### src/rtl/ysyx_22050019_lsu_if.sv
// Data-memory port of the LSU: one request channel (valid/ready) and one
// response channel (valid only; the LSU always accepts responses).
interface ysyx_22050019_lsu_if;
    logic        mem_req_valid;
    logic        mem_req_ready;
    logic        mem_req_we;
    logic [63:0] mem_req_addr;
    logic [63:0] mem_req_wdata;
    logic [7:0]  mem_req_wstrb;
    logic        mem_resp_valid;
    logic [63:0] mem_resp_rdata;
    logic        mem_resp_err;

    modport master (
        output mem_req_valid, mem_req_we, mem_req_addr, mem_req_wdata, mem_req_wstrb,
        input  mem_req_ready, mem_resp_valid, mem_resp_rdata, mem_resp_err
    );

    modport slave (
        input  mem_req_valid, mem_req_we, mem_req_addr, mem_req_wdata, mem_req_wstrb,
        output mem_req_ready, mem_resp_valid, mem_resp_rdata, mem_resp_err
    );
endinterface

### src/rtl/ysyx_22050019_lsu.sv
// Load/store unit: turns the execute stage's memory request into a single
// outstanding 8-byte bus transaction and stalls the core until it finishes.
module ysyx_22050019_lsu #(
    parameter int TIMEOUT_CYC = 255,
    parameter int CNT_W       = 8
) (
    input  logic        clk,
    input  logic        rst_n,
    input  logic        ram_we,
    input  logic [63:0] ram_waddr,
    input  logic [63:0] ram_wdata,
    input  logic [7:0]  wmask,
    input  logic        ram_re,
    input  logic [63:0] ram_raddr,
    output logic [63:0] ram_rdata,
    output logic        lsu_stall,
    output logic        lsu_done,
    output logic        lsu_err,
    ysyx_22050019_lsu_if.master mem
);

    typedef enum logic [1:0] {S_IDLE, S_REQ, S_WAIT, S_DONE} state_t;

    localparam bit             TO_EN   = (TIMEOUT_CYC > 0);
    localparam logic [CNT_W-1:0] TO_LAST = CNT_W'((TIMEOUT_CYC > 0) ? TIMEOUT_CYC - 1 : 0);

    state_t             state_q, state_d;
    logic [CNT_W-1:0]   cnt_q, cnt_d;
    logic               we_q, we_d;
    logic [2:0]         off_q, off_d;
    logic [63:0]        addr_q, addr_d;
    logic [63:0]        wdata_q, wdata_d;
    logic [7:0]         wstrb_q, wstrb_d;
    logic               err_q, err_d;
    logic [63:0]        rdata_q, rdata_d;

    logic [15:0]        strb_wide;
    logic               timeout_hit;
    logic               take_resp;
    logic               abort;

    // Bits shifted past byte 7 mean the store straddles the 8-byte word.
    assign strb_wide   = {8'b0, wmask} << ram_waddr[2:0];
    assign timeout_hit = TO_EN && (cnt_q == TO_LAST);

    // NOTE: combinational process uses blocking '=' and assigns every output a
    // default first, so no path leaves a signal unassigned (no latch).
    always_comb begin
        state_d   = state_q;
        cnt_d     = cnt_q;
        we_d      = we_q;
        off_d     = off_q;
        addr_d    = addr_q;
        wdata_d   = wdata_q;
        wstrb_d   = wstrb_q;
        err_d     = err_q;
        rdata_d   = rdata_q;
        lsu_stall = 1'b0;
        take_resp = 1'b0;
        abort     = 1'b0;
        mem.mem_req_valid = 1'b0;

        case (state_q)
            S_IDLE: begin
                lsu_stall = ram_we | ram_re;
                if (ram_we) begin
                    we_d    = 1'b1;
                    off_d   = ram_waddr[2:0];
                    addr_d  = {ram_waddr[63:3], 3'b000};
                    wdata_d = ram_wdata << {ram_waddr[2:0], 3'b000};
                    wstrb_d = strb_wide[7:0];
                    cnt_d   = '0;
                    err_d   = 1'b0;
                    if (|strb_wide[15:8]) begin
                        err_d   = 1'b1;
                        state_d = S_DONE;
                    end else begin
                        state_d = S_REQ;
                    end
                end else if (ram_re) begin
                    we_d    = 1'b0;
                    off_d   = ram_raddr[2:0];
                    addr_d  = {ram_raddr[63:3], 3'b000};
                    wdata_d = '0;
                    wstrb_d = '0;
                    cnt_d   = '0;
                    err_d   = 1'b0;
                    state_d = S_REQ;
                end
            end
            S_REQ: begin
                lsu_stall         = 1'b1;
                mem.mem_req_valid = 1'b1;
                cnt_d             = cnt_q + CNT_W'(1);
                if (mem.mem_req_ready && mem.mem_resp_valid) take_resp = 1'b1;
                else if (timeout_hit)                        abort     = 1'b1;
                else if (mem.mem_req_ready)                  state_d   = S_WAIT;
            end
            S_WAIT: begin
                lsu_stall = 1'b1;
                cnt_d     = cnt_q + CNT_W'(1);
                if (mem.mem_resp_valid) take_resp = 1'b1;
                else if (timeout_hit)   abort     = 1'b1;
            end
            S_DONE: begin
                state_d = S_IDLE;
            end
            default: state_d = S_IDLE;
        endcase

        if (take_resp) begin
            state_d = S_DONE;
            err_d   = mem.mem_resp_err;
            if (!we_q)
                rdata_d = mem.mem_resp_err ? 64'd0 : (mem.mem_resp_rdata >> {off_q, 3'b000});
        end
        if (abort) begin
            state_d = S_DONE;
            err_d   = 1'b1;
            rdata_d = '0;
        end
    end

    // NOTE: synchronous reset clears every register, including the wide data
    // holding registers, so nothing from an aborted access leaks afterwards.
    always_ff @(posedge clk) begin
        if (!rst_n) begin
            state_q <= S_IDLE;
            cnt_q   <= '0;
            we_q    <= 1'b0;
            off_q   <= '0;
            addr_q  <= '0;
            wdata_q <= '0;
            wstrb_q <= '0;
            err_q   <= 1'b0;
            rdata_q <= '0;
        end else begin
            state_q <= state_d;
            cnt_q   <= cnt_d;
            we_q    <= we_d;
            off_q   <= off_d;
            addr_q  <= addr_d;
            wdata_q <= wdata_d;
            wstrb_q <= wstrb_d;
            err_q   <= err_d;
            rdata_q <= rdata_d;
        end
    end

    assign mem.mem_req_we    = we_q;
    assign mem.mem_req_addr  = addr_q;
    assign mem.mem_req_wdata = wdata_q;
    assign mem.mem_req_wstrb = wstrb_q;

    assign ram_rdata = rdata_q;
    assign lsu_done  = (state_q == S_DONE);
    assign lsu_err   = (state_q == S_DONE) && err_q;

endmodule

### src/flat_wrapper.sv
// flat-port wrapper written by rule: the top's interface ports become plain ports
module ysyx_22050019_lsu_flat 
#(
    parameter int TIMEOUT_CYC = 255,
    parameter int CNT_W       = 8
)
  (clk, rst_n, ram_we, ram_waddr, ram_wdata, wmask, ram_re, ram_raddr, ram_rdata, lsu_stall, lsu_done, lsu_err, mem_mem_req_valid, mem_mem_req_we, mem_mem_req_addr, mem_mem_req_wdata, mem_mem_req_wstrb, mem_mem_req_ready, mem_mem_resp_valid, mem_mem_resp_rdata, mem_mem_resp_err);
  ysyx_22050019_lsu_if mem_i ();
  input  logic clk;
  input  logic rst_n;
  input  logic ram_we;
  input  logic [63:0] ram_waddr;
  input  logic [63:0] ram_wdata;
  input  logic [7:0] wmask;
  input  logic ram_re;
  input  logic [63:0] ram_raddr;
  output logic [63:0] ram_rdata;
  output logic lsu_stall;
  output logic lsu_done;
  output logic lsu_err;
  output wire logic [$bits(mem_i.mem_req_valid)-1:0] mem_mem_req_valid;
  output wire logic [$bits(mem_i.mem_req_we)-1:0] mem_mem_req_we;
  output wire logic [$bits(mem_i.mem_req_addr)-1:0] mem_mem_req_addr;
  output wire logic [$bits(mem_i.mem_req_wdata)-1:0] mem_mem_req_wdata;
  output wire logic [$bits(mem_i.mem_req_wstrb)-1:0] mem_mem_req_wstrb;
  input wire logic [$bits(mem_i.mem_req_ready)-1:0] mem_mem_req_ready;
  input wire logic [$bits(mem_i.mem_resp_valid)-1:0] mem_mem_resp_valid;
  input wire logic [$bits(mem_i.mem_resp_rdata)-1:0] mem_mem_resp_rdata;
  input wire logic [$bits(mem_i.mem_resp_err)-1:0] mem_mem_resp_err;
  assign mem_mem_req_valid = mem_i.mem_req_valid;
  assign mem_mem_req_we = mem_i.mem_req_we;
  assign mem_mem_req_addr = mem_i.mem_req_addr;
  assign mem_mem_req_wdata = mem_i.mem_req_wdata;
  assign mem_mem_req_wstrb = mem_i.mem_req_wstrb;
  assign mem_i.mem_req_ready = mem_mem_req_ready;
  assign mem_i.mem_resp_valid = mem_mem_resp_valid;
  assign mem_i.mem_resp_rdata = mem_mem_resp_rdata;
  assign mem_i.mem_resp_err = mem_mem_resp_err;
  ysyx_22050019_lsu #(.TIMEOUT_CYC(TIMEOUT_CYC), .CNT_W(CNT_W)) u_core (.clk(clk), .rst_n(rst_n), .ram_we(ram_we), .ram_waddr(ram_waddr), .ram_wdata(ram_wdata), .wmask(wmask), .ram_re(ram_re), .ram_raddr(ram_raddr), .ram_rdata(ram_rdata), .lsu_stall(lsu_stall), .lsu_done(lsu_done), .lsu_err(lsu_err), .mem(mem_i));
endmodule
### config.mk
export PLATFORM = sky130hd
export DESIGN_NAME = ysyx_22050019_lsu_flat
export DESIGN_NICKNAME = d
export VERILOG_FILES = /design/src/rtl/ysyx_22050019_lsu_if.sv /design/src/rtl/ysyx_22050019_lsu.sv /design/src/flat_wrapper.sv
export SDC_FILE = /design/constraint.sdc
export NUM_CORES = 1
export LEC_CHECK = 0
export ABC_AREA = 0
export CAP_MARGIN = 10
export CORE_ASPECT_RATIO = 0.8
export CORE_MARGIN = 8
export CORE_UTILIZATION = 40
export DETAILED_ROUTE_END_ITERATION = 10
export GPL_ROUTABILITY_DRIVEN = 0
export PLACE_DENSITY = 0.78
export SYNTH_ARGS = -nofsm -noshare
export SYNTH_HDL_FRONTEND = slang
export SYNTH_SLANG_ARGS = --single-unit
### constraint.sdc
create_clock -name clk -period 2.78 [get_ports clk]
set_clock_uncertainty 0.15 [all_clocks]
set_input_delay 0.834 -clock clk [delete_from_list [all_inputs] [get_ports clk]]
set_output_delay 0.834 -clock clk [all_outputs]
set_load 0.02 [all_outputs]
Word level (Yosys, flattened, before mapping)

Index checks and enable logic that the tools add are counted.

Flip-flop bits (word level): 215
Input port bits: 271

Add/sub/neg operators: 1
Equal/unequal tests: 9
Shift-type cells: 3
Mux-type cells: 36
Bitwise logic cells: 3
Reductions and logical operators: 16

Operators by type and width:

| kind                  | number |
|---|---|
| $mux W64              | 5 |
| $shl A64 B6 Y64       | 1 |
| $shr A64 B6 Y64       | 1 |
| $mux W8               | 3 |
| $mux W2               | 8 |
| $pmux W8 S2           | 1 |
| $shl A8 B3 Y16        | 1 |
| $mux W1               | 13 |
| $add A8 B1 Y8 const B | 1 |
| $eq A8 B8 Y1 const B  | 1 |
| $ne A4 B2 Y1 const B  | 2 |
| $reduce_and A2 Y1     | 4 |
| $reduce_or A8 Y1      | 1 |
| $mux W3               | 2 |
| $pmux W1 S2           | 3 |
| $pmux W2 S3           | 1 |
| $ne A5 B3 Y1 const B  | 1 |
| $reduce_and A5 Y1     | 1 |
| $reduce_bool A5 Y1    | 1 |
| $eq A2 B2 Y1 const B  | 2 |
| $ne A4 B4 Y1 const B  | 1 |
| $reduce_bool A2 Y1    | 2 |
| $reduce_bool A4 Y1    | 1 |
| $reduce_or A2 Y1      | 2 |
| other kinds (7)       | 9 |

Longest topological paths before layout

Gate-level depths: netlist of the first run.

Depth in word-level cells: 7
Gate-level depth with buffers: 9

Worst setup path after synthesis of the first run

No wires, ideal clock.

Path kind: input port to output port
Start: input port ram_we
End: output port lsu_stall
Arrival: 2.002 ns
Path slack: -0.206 ns
Stages on the path: 5
Path buffers: 3
Cells stage by stage: buf_2 > o21ai_1 > clkbuf_1 > buf_1 > a21oi_1

Longest elaborated chain between the ends: 2

Ends and longest elaborated chain:

| what         | RTL line                | source |
|---|---|---|
| from (decl)  | flat_wrapper.sv:11      | `input logic ram_we;` |
| $or A1 B1 Y1 | ysyx_22050019_lsu.sv:65 | `lsu_stall = ram_we \| ram_re;` |
| $pmux W1 S2  | ysyx_22050019_lsu.sv:63 | `case (state_q)` |
| to (decl)    | flat_wrapper.sv:18      | `output logic lsu_stall;` |

No other way between the ends.

Worst setup path after layout of the first run

Start: register u_core.state_q[1]
End: output port lsu_stall

Longest elaborated chain between the ends: 3
Elaborated cells between the ends (all ways): 5

Ends and longest elaborated chain:

| what                                                | RTL line                 | source |
|---|---|---|
| from (decl)                                         | ysyx_22050019_lsu.sv:27  | `state_t state_q, state_d;` |
| from (signal assigned)                              | ysyx_22050019_lsu.sv:138 | `state_q <= state_d;` |
| $eq A2 B1 Y1 / $eq A2 B2 Y1 (equally long branches) | ysyx_22050019_lsu.sv:63  |  |
| $reduce_or A2 Y1 (no line)                          | --                       |  |
| $pmux W1 S2 *                                       | ysyx_22050019_lsu.sv:63  |  |

Every way passes the cells marked *; elsewhere a longest branch is shown, timed or not.

==> flow_summary_export.csv, run 1 <==
group,metric,value,unit
run_status,status,"finished clean",
power,ir_drop,0.000551,V
setup_path,crit_start,"u_core.state_q[1]",
global_route,grt_pass1_wl,73100,um
die,core,28400,um2
route,vias,11900,
finish,layout-drive-gt1-share,12.7,%
die,fp-row-count,55,
setup_path,crit_end,"lsu_stall",
timing,maxSlewHeadroom,46.0,%
flow_run,maxCapViolCount,0,
setup_path,r2r_end,"u_core.cnt_q[7]",
route,postRouteAntennaNets,0,
die,ios,476,
power,p_int,8330,uW
route,wl_per_cell,24.0,um
clocking,numCtsBuffers,24,
global_route,antenna_found_initial,12,
logic_synthesis,synth_largest_area_cell,"dfxtp_1",
clocking,cts_hold_buffers,0,
clocking,cts_max_level,1,
logic_synthesis,synth_area,11600,um2
global_route,grt_use_total,27.3,%
setup_path,r2r_slack,0.58,ns
power,p_leak,0.00723,uW
setup_path,criticalPathCategory,"reg -> out",
global_route,grt_pass1_vias,11500,
logic_synthesis,synth_flop_cell,"dfxtp_1",
clocking,clock_sinks,212,
global_route,overflow,0,
setup_path,cp.arrival,1.65,ns
finish,area_delta_synth_final,54.5,%
setup_path,endpoint_kind,"primary output",
route,drc,0,
timing,tightest_slew,0.809,ns
logic_synthesis,ys_seq_elements,212,
power,clkPwrFrac,26.3,%
timing,rsz0062_at_grt,"no",
timing,fmax,379,MHz
route,vias_per_cell,5.72,
die,die_h,168,um
setup_path,cp.required,1.80,ns
route,first_iter_violations,1124,
timing,final_hold_viol_count,0,
power,pwr-share-comb,43.6,%
power,p_sw,4750,uW
timing,period_minus_slack,2.64,ns
logic_synthesis,synth_edf_count,0,
timing,tns,0,ns
route,dr.pass1.iters,6,
clocking,clk_latency,0.51,ns
route,wl,49900,um
timing,drv_slew,0,
logic_synthesis,ys_warn_count,0,
place,io_buffers,472,
clocking,cts_buffer_depth,3,
power,swShare,36.3,%
timing,final-setup-viol-count,0,
setup_path,worstSetupStartpointType,"flop",
global_route,grt_max_degree,77,
die,start_util,40.8,%
place,hpwl,39100,um
power,seqPwrFrac,30.1,%
clocking,clk_pin_slew_worst_paths,0.06,ns
clocking,cts_tree,"done",
finish,design_area,17900,um2
worst_hold_path,hold_path_class,"reg -> reg",
finish,layout.nets,1964,
die,die_w,206,um
logic_synthesis,syn_area_per_cell,9.39,um2
setup_path,crit_path_max_fanout,4,
logic_synthesis,synth_cell_types,53,
setup_path,r2r_cells,6,
setup_path,r2r-start,"u_core.state_q[0]",
clocking,cts-root-buf,"clkbuf_16",
finish,fill_cells,2384,
logic_synthesis,ys_seq_area_share,36.6,%
power,cellPowerDensity,730,nW/um2
logic_synthesis,netlist.area_leader.share,36.6,%
logic_synthesis,netlist_top_cells_area,"dfxtp_1 (37%), mux2i_1 (12%), a22oi_1 (6.5%)",
place,placed_area,17000,um2
die,dieArea,34700,um2
logic_synthesis,synthArstFlopShare,0,%
logic_synthesis,synthCells,1234,
timing,period_share,94.8,%
state kept, by name, indices dropped and copies added (netlist names), 2 cells and up:
| name | flops |
|---|---|
| u_core.off_q | 3 |
| u_core.ram_rdata | 64 |
| u_core.mem.mem_req_wdata | 64 |
| u_core.state_q | 2 |
| u_core.cnt_q | 8 |
| u_core.mem.mem_req_addr | 61 |
| u_core.mem.mem_req_wstrb | 8 |
cells in the final DEF, fill, tap and decap left out, drive strengths merged, types with 28 or more instances in the layout:
cell type	count
buf	77
a22oi	101
nor2	91
mux2i	139
o21ai	35
nor2b	73
o211a	63
nand2	122
clkdlybuf4s50	463
mux2	58
clkbuf	31
a21oi	43
nand3	28
dfxtp	212
logic make-up after synthesis:
group                      count (synthesis)  synth area share (%)
AOI/OAI and AO/OA                        307                  20.0
xor gates and xnor gates                   6                 0.453
adders and majority gates                  6                 0.648
buffers and inverters                    126                  4.99
DFF                                      212                  36.6
muxes                                    224                  22.9
other                                      1                0.0323
and+or+nand+nor                          352                  14.3
cell type report:
type	instances	area, um2	share of cell area, %
inverters	7	26.3	0.147
clock inverters	11	198	1.10
clock buffers	31	657	3.67
repair buffers	544	5470	30.6
diodes	8	20.0	0.112
well taps	370	463	2.58
flip-flops and latches	212	4250	23.7
multi-input cells	898	6830	38.1
stage by stage:
| stage | cells | hold slack, ns | setup slack (ns) | power [uW] | util [%] |
|---|---|---|---|---|---|
| 2_1_floorplan | 1236 | 0.293 | 0.0476 | 7060 | - |
| 3_3_place_gp | 2031 | 0.289 | -0.495 | 9490 | 59.9 |
| 3_5_place_dp | 2031 | 0.297 | -0.475 | 9590 | 59.9 |
| 4_1_cts | 2073 | 0.310 | -0.0224 | 13100 | 62.9 |
| 5_1_grt | 2081 | 0.336 | 0.0325 | 13700 | 63.0 |
| 6_report | 2081 | 0.307 | 0.143 | 13100 | 63.0 |
how the worst min path moves through the flow:
stage / depth (start not counted) / end / from / slack, ns
after floorplan: 2 / u_core.err_q / u_core.err_q / 0.29
after global placement: 2 / u_core.ram_rdata[56] / u_core.ram_rdata[56] / 0.29
after detailed placement: 2 / u_core.ram_rdata[57] / u_core.ram_rdata[57] / 0.30
after CTS: 2 / u_core.ram_rdata[56] / u_core.ram_rdata[56] / 0.31
after global routing: 2 / u_core.mem.mem_req_wdata[58] / u_core.mem.mem_req_wdata[58] / 0.34
final: 2 / u_core.ram_rdata[56] / u_core.ram_rdata[56] / 0.31
worst max-delay path, cell delays in order (launching register included):
cell and delay, ns:
dfxtp_2 0.40, inv_1 0.08, ha_1 0.30, inv_1 0.07
a21oi_2 0.13, buf_4 0.16
cells in the mapped netlist (3+ instances only):
cell / instances
buf_1: 17
nor2b_1: 73
a222oi_1: 18
o211a_1: 63
xor2_1: 4
o21ai_0: 33
nand3_1: 28
a21oi_1: 43
mux2_2: 56
nand2_1: 122
ha_1: 6
nand4_1: 5
mux2i_1: 139
clkbuf_1: 53
dfxtp_1: 212
mux4_2: 26
and2_1: 5
nor3_2: 3
buf_4: 15
buf_2: 33
nor3_1: 10
nor2_1: 90
nand2b_1: 4
a21boi_0: 19
a211oi_1: 7
inv_1: 6
o22ai_1: 8
a22oi_1: 101
and3_1: 3
power by group through the flow:
| stage | logic, uW | registers [uW] | clock network [uW] |
|---|---|---|---|
| finish | 5700 | 3930 | 3440 |
| global route | 6050 | 3990 | 3650 |
| CTS | 5640 | 3920 | 3510 |
| detailed placement | 5620 | 3970 | 0 |
| global placement | 5550 | 3940 | 0 |
| floorplan | 2680 | 4380 | 0 |
metal layers:
layer,track usage [%],up-vias,wire (um)
li1,-,5458,-
met1,35.3,5668,20100
met2,42.9,671,22600
met3,7.79,100,5240
met4,9.65,2,1900
met5,0,-,14
what timing repair did:
| item | CTS | global route |
|---|---|---|
| setup buffers | 0 | 0 |
| endpoints found under the setup margin | 3 | 1 |
| endpoints found under the hold margin | 0 | 0 |
| resized for setup | 9 | 4 |
(Power assumes the default switching activity.)
==> inputs of run 2 (changes only) <==
--- a/config.mk
+++ b/config.mk
@@ -6,13 +6,14 @@
 export NUM_CORES = 1
 export LEC_CHECK = 0
 export ABC_AREA = 0
-export CAP_MARGIN = 10
+export CELL_PAD_IN_SITES_DETAIL_PLACEMENT = 1
+export CELL_PAD_IN_SITES_GLOBAL_PLACEMENT = 1
 export CORE_ASPECT_RATIO = 0.8
 export CORE_MARGIN = 8
-export CORE_UTILIZATION = 40
+export CORE_UTILIZATION = 29
 export DETAILED_ROUTE_END_ITERATION = 10
 export GPL_ROUTABILITY_DRIVEN = 0
-export PLACE_DENSITY = 0.78
+export PLACE_DENSITY_LB_ADDON = 0.1
 export SYNTH_ARGS = -nofsm -noshare
 export SYNTH_HDL_FRONTEND = slang
 export SYNTH_SLANG_ARGS = --single-unit
==> constraint.sdc (replaced) <==
create_clock -name clk -period 2.78 [get_ports clk]
set_clock_uncertainty 0.15 [all_clocks]
set_input_delay 0.695 -clock clk [delete_from_list [all_inputs] [get_ports clk]]
set_output_delay 0.695 -clock clk [all_outputs]
set_load 0.02 [all_outputs]
==> flow_summary_export.csv, run 2 (synthesis gave the netlist of run 1 again) <==
group,metric,value,unit
route,wl,55200,um
timing,maxSlewHeadroom,36.9,%
route,wl_per_cell,24.6,um
clocking,cts-root-buf,"clkbuf_16",
setup_path,max_stage_delay,0.42,ns
clocking,cts_tree,"done",
route,first_iter_violations,885,
die,ios,476,
die,dieArea,46700,um2
finish,final_cell_count_no_fill,2239,
route,vias,11600,
global_route,grt_pass1_vias,12000,
place,placed_area,17100,um2
setup_path,r2r_slack,0.43,ns
die,core,39400,um2
timing,rsz0062_at_grt,"no",
flow_run,maxCapViolCount,0,
clocking,clock_sinks,212,
setup_path,cp_slowest_cell,"dfxtp_1",
timing,layout_setup_ws,0.175,ns
place,io_buffers,472,
timing,drv_slew,0,
timing,tightest_slew,0.947,ns
global_route,antenna_found_initial,5,
route,postRouteAntennaNets,0,
timing,final-setup-viol-count,0,
finish,area_delta_synth_final,55.6,%
die,fp-row-count,65,
setup_path,critPathMostFrequentCell,"inv_1",
timing,period_minus_slack,2.60,ns
die,start_util,29.4,%
global_route,grt_pass1_wl,80100,um
finish,final_common_cell,"clkdlybuf4s50_1",
power,p_int,8220,uW
power,cellPowerDensity,730,nW/um2
finish,layout-drive-gt1-share,12.1,%
clocking,cts_max_level,1,
power,pwr-share-comb,43.4,%
clocking,cts_setup_buffers,0,
clocking,clk_pin_slew_worst_paths,0.06,ns
global_route,grt_max_degree,77,
timing,period_share,93.7,%
global_route,grt_use_total,22.5,%
power,p_leak,0.00718,uW
place,hpwl,43700,um
route,dr.pass1.iters,7,
power,swShare,37.6,%
power,clkPwrFrac,26.7,%
timing,final_hold_viol_count,0,
global_route,overflow,0,
setup_path,criticalPathCategory,"reg -> out",
run_status,status,"finished clean",
setup_path,crit_path_max_fanout,4,
clocking,numCtsBuffers,26,
setup_path,cp.required,1.93,ns
finish,layout.nets,1957,
die,die_w,240,um
setup_path,cp.arrival,1.76,ns
place,place_inst,2188,
setup_path,endpoint_kind,"primary output",
route,drc,0,
finish,design_area,18000,um2
power,ir_drop,0.000420,V
setup_path,worstSetupStartpointType,"flop",
die,die_h,195,um
power,seqPwrFrac,29.9,%
power,p_sw,4950,uW
clocking,cts_buffer_depth,3,
timing,fmax,384,MHz
setup_path,crit_chain,"inv_1, ha_1, inv_1, a21oi_1, clkbuf_2",
worst_hold_path,hold_path_class,"reg -> reg",
clocking,clk_latency,0.54,ns
route,vias_per_cell,5.16,
place,dp_slack,-0.131,ns
clocking,cts_hold_buffers,0,
finish,final_cell_mix,"clkdlybuf4s50_1 (464), dfxtp_1 (209), mux2i_1 (139), nand2_1 (122), a22oi_1 (101)",
-- run 2: changes by cell type in the layout (fill, tap and decap cells not counted), sizes merged --
cell           change
buf               -10
bufinv             -2
clkbuf             +8
clkdlybuf4s50      +1
clkinv             -2
clkinvlp           +1
diode              -2
dlygate4sd2        -1
inv                -1
-- run 2: final cells by class --
cell class,count,area [um2]
Antenna cell,6,15.0
Clock inverter,7,140
Fill cell,4404,21400
Tap cell,536,671
Clock buffer,38,736
Multi-Input combinational cell,898,6810
Sequential cell,212,4250
Inverter,7,26.3
Timing Repair Buffer,535,5380
-- run 2: through the flow --
step | power, uW | utilization (%) | TNS, ns | hold slack [ns]
after CTS | 13300 | 45.7 | 0 | 0.308
final | 13200 | 45.7 | 0 | 0.307
after global routing | 13900 | 45.7 | 0 | 0.329
after detailed placement | 9690 | 43.5 | -0.131 | 0.300
after global placement | 9610 | 43.5 | -0.121 | 0.291
after floorplan | 7050 | - | 0 | 0.293
-- run 2: power groups by stage --
stage | logic [uW] | clock network, uW | registers [uW]
4_1_cts | 5740 | 3620 | 3940
5_1_grt | 6110 | 3750 | 4010
3_3_place_gp | 5650 | 0 | 3960
3_5_place_dp | 5710 | 0 | 3990
6_report | 5720 | 3510 | 3940
2_1_floorplan | 2670 | 0 | 4380
-- run 2: final timing paths --
check,start,to,cells past startpoint
worst min-delay path,u_core.ram_rdata[56],u_core.ram_rdata[56],2
worst min register to register,u_core.ram_rdata[56],u_core.ram_rdata[56],2
worst max-delay path,u_core.state_q[1],lsu_stall,5
worst max register to register,u_core.state_q[1],u_core.cnt_q[5],8
-- run 2: worst max-delay path, delay by kind of cell, from the launching register on --
kind | cells | cell delay, ns
flops | 1 | 0.42
fa+ha+maj | 1 | 0.30
compound gates | 1 | 0.13
buf+inv | 3 | 0.36
-- run 2: layer usage --
| layer | GRT usage, % | share of wire, % |
|---|---|---|
| met1 | 31.2 | 46 |
| met2 | 34.1 | 44 |
| met3 | 6.19 | 7.9 |
| met4 | 5.40 | 2.3 |
| met5 | 0 | 0 |
-- run 2: what timing repair did --
action,4_1_cts,5_1_grt
pin swaps,0,0
endpoints found under the setup margin,4,2
gates resized for setup,6,2
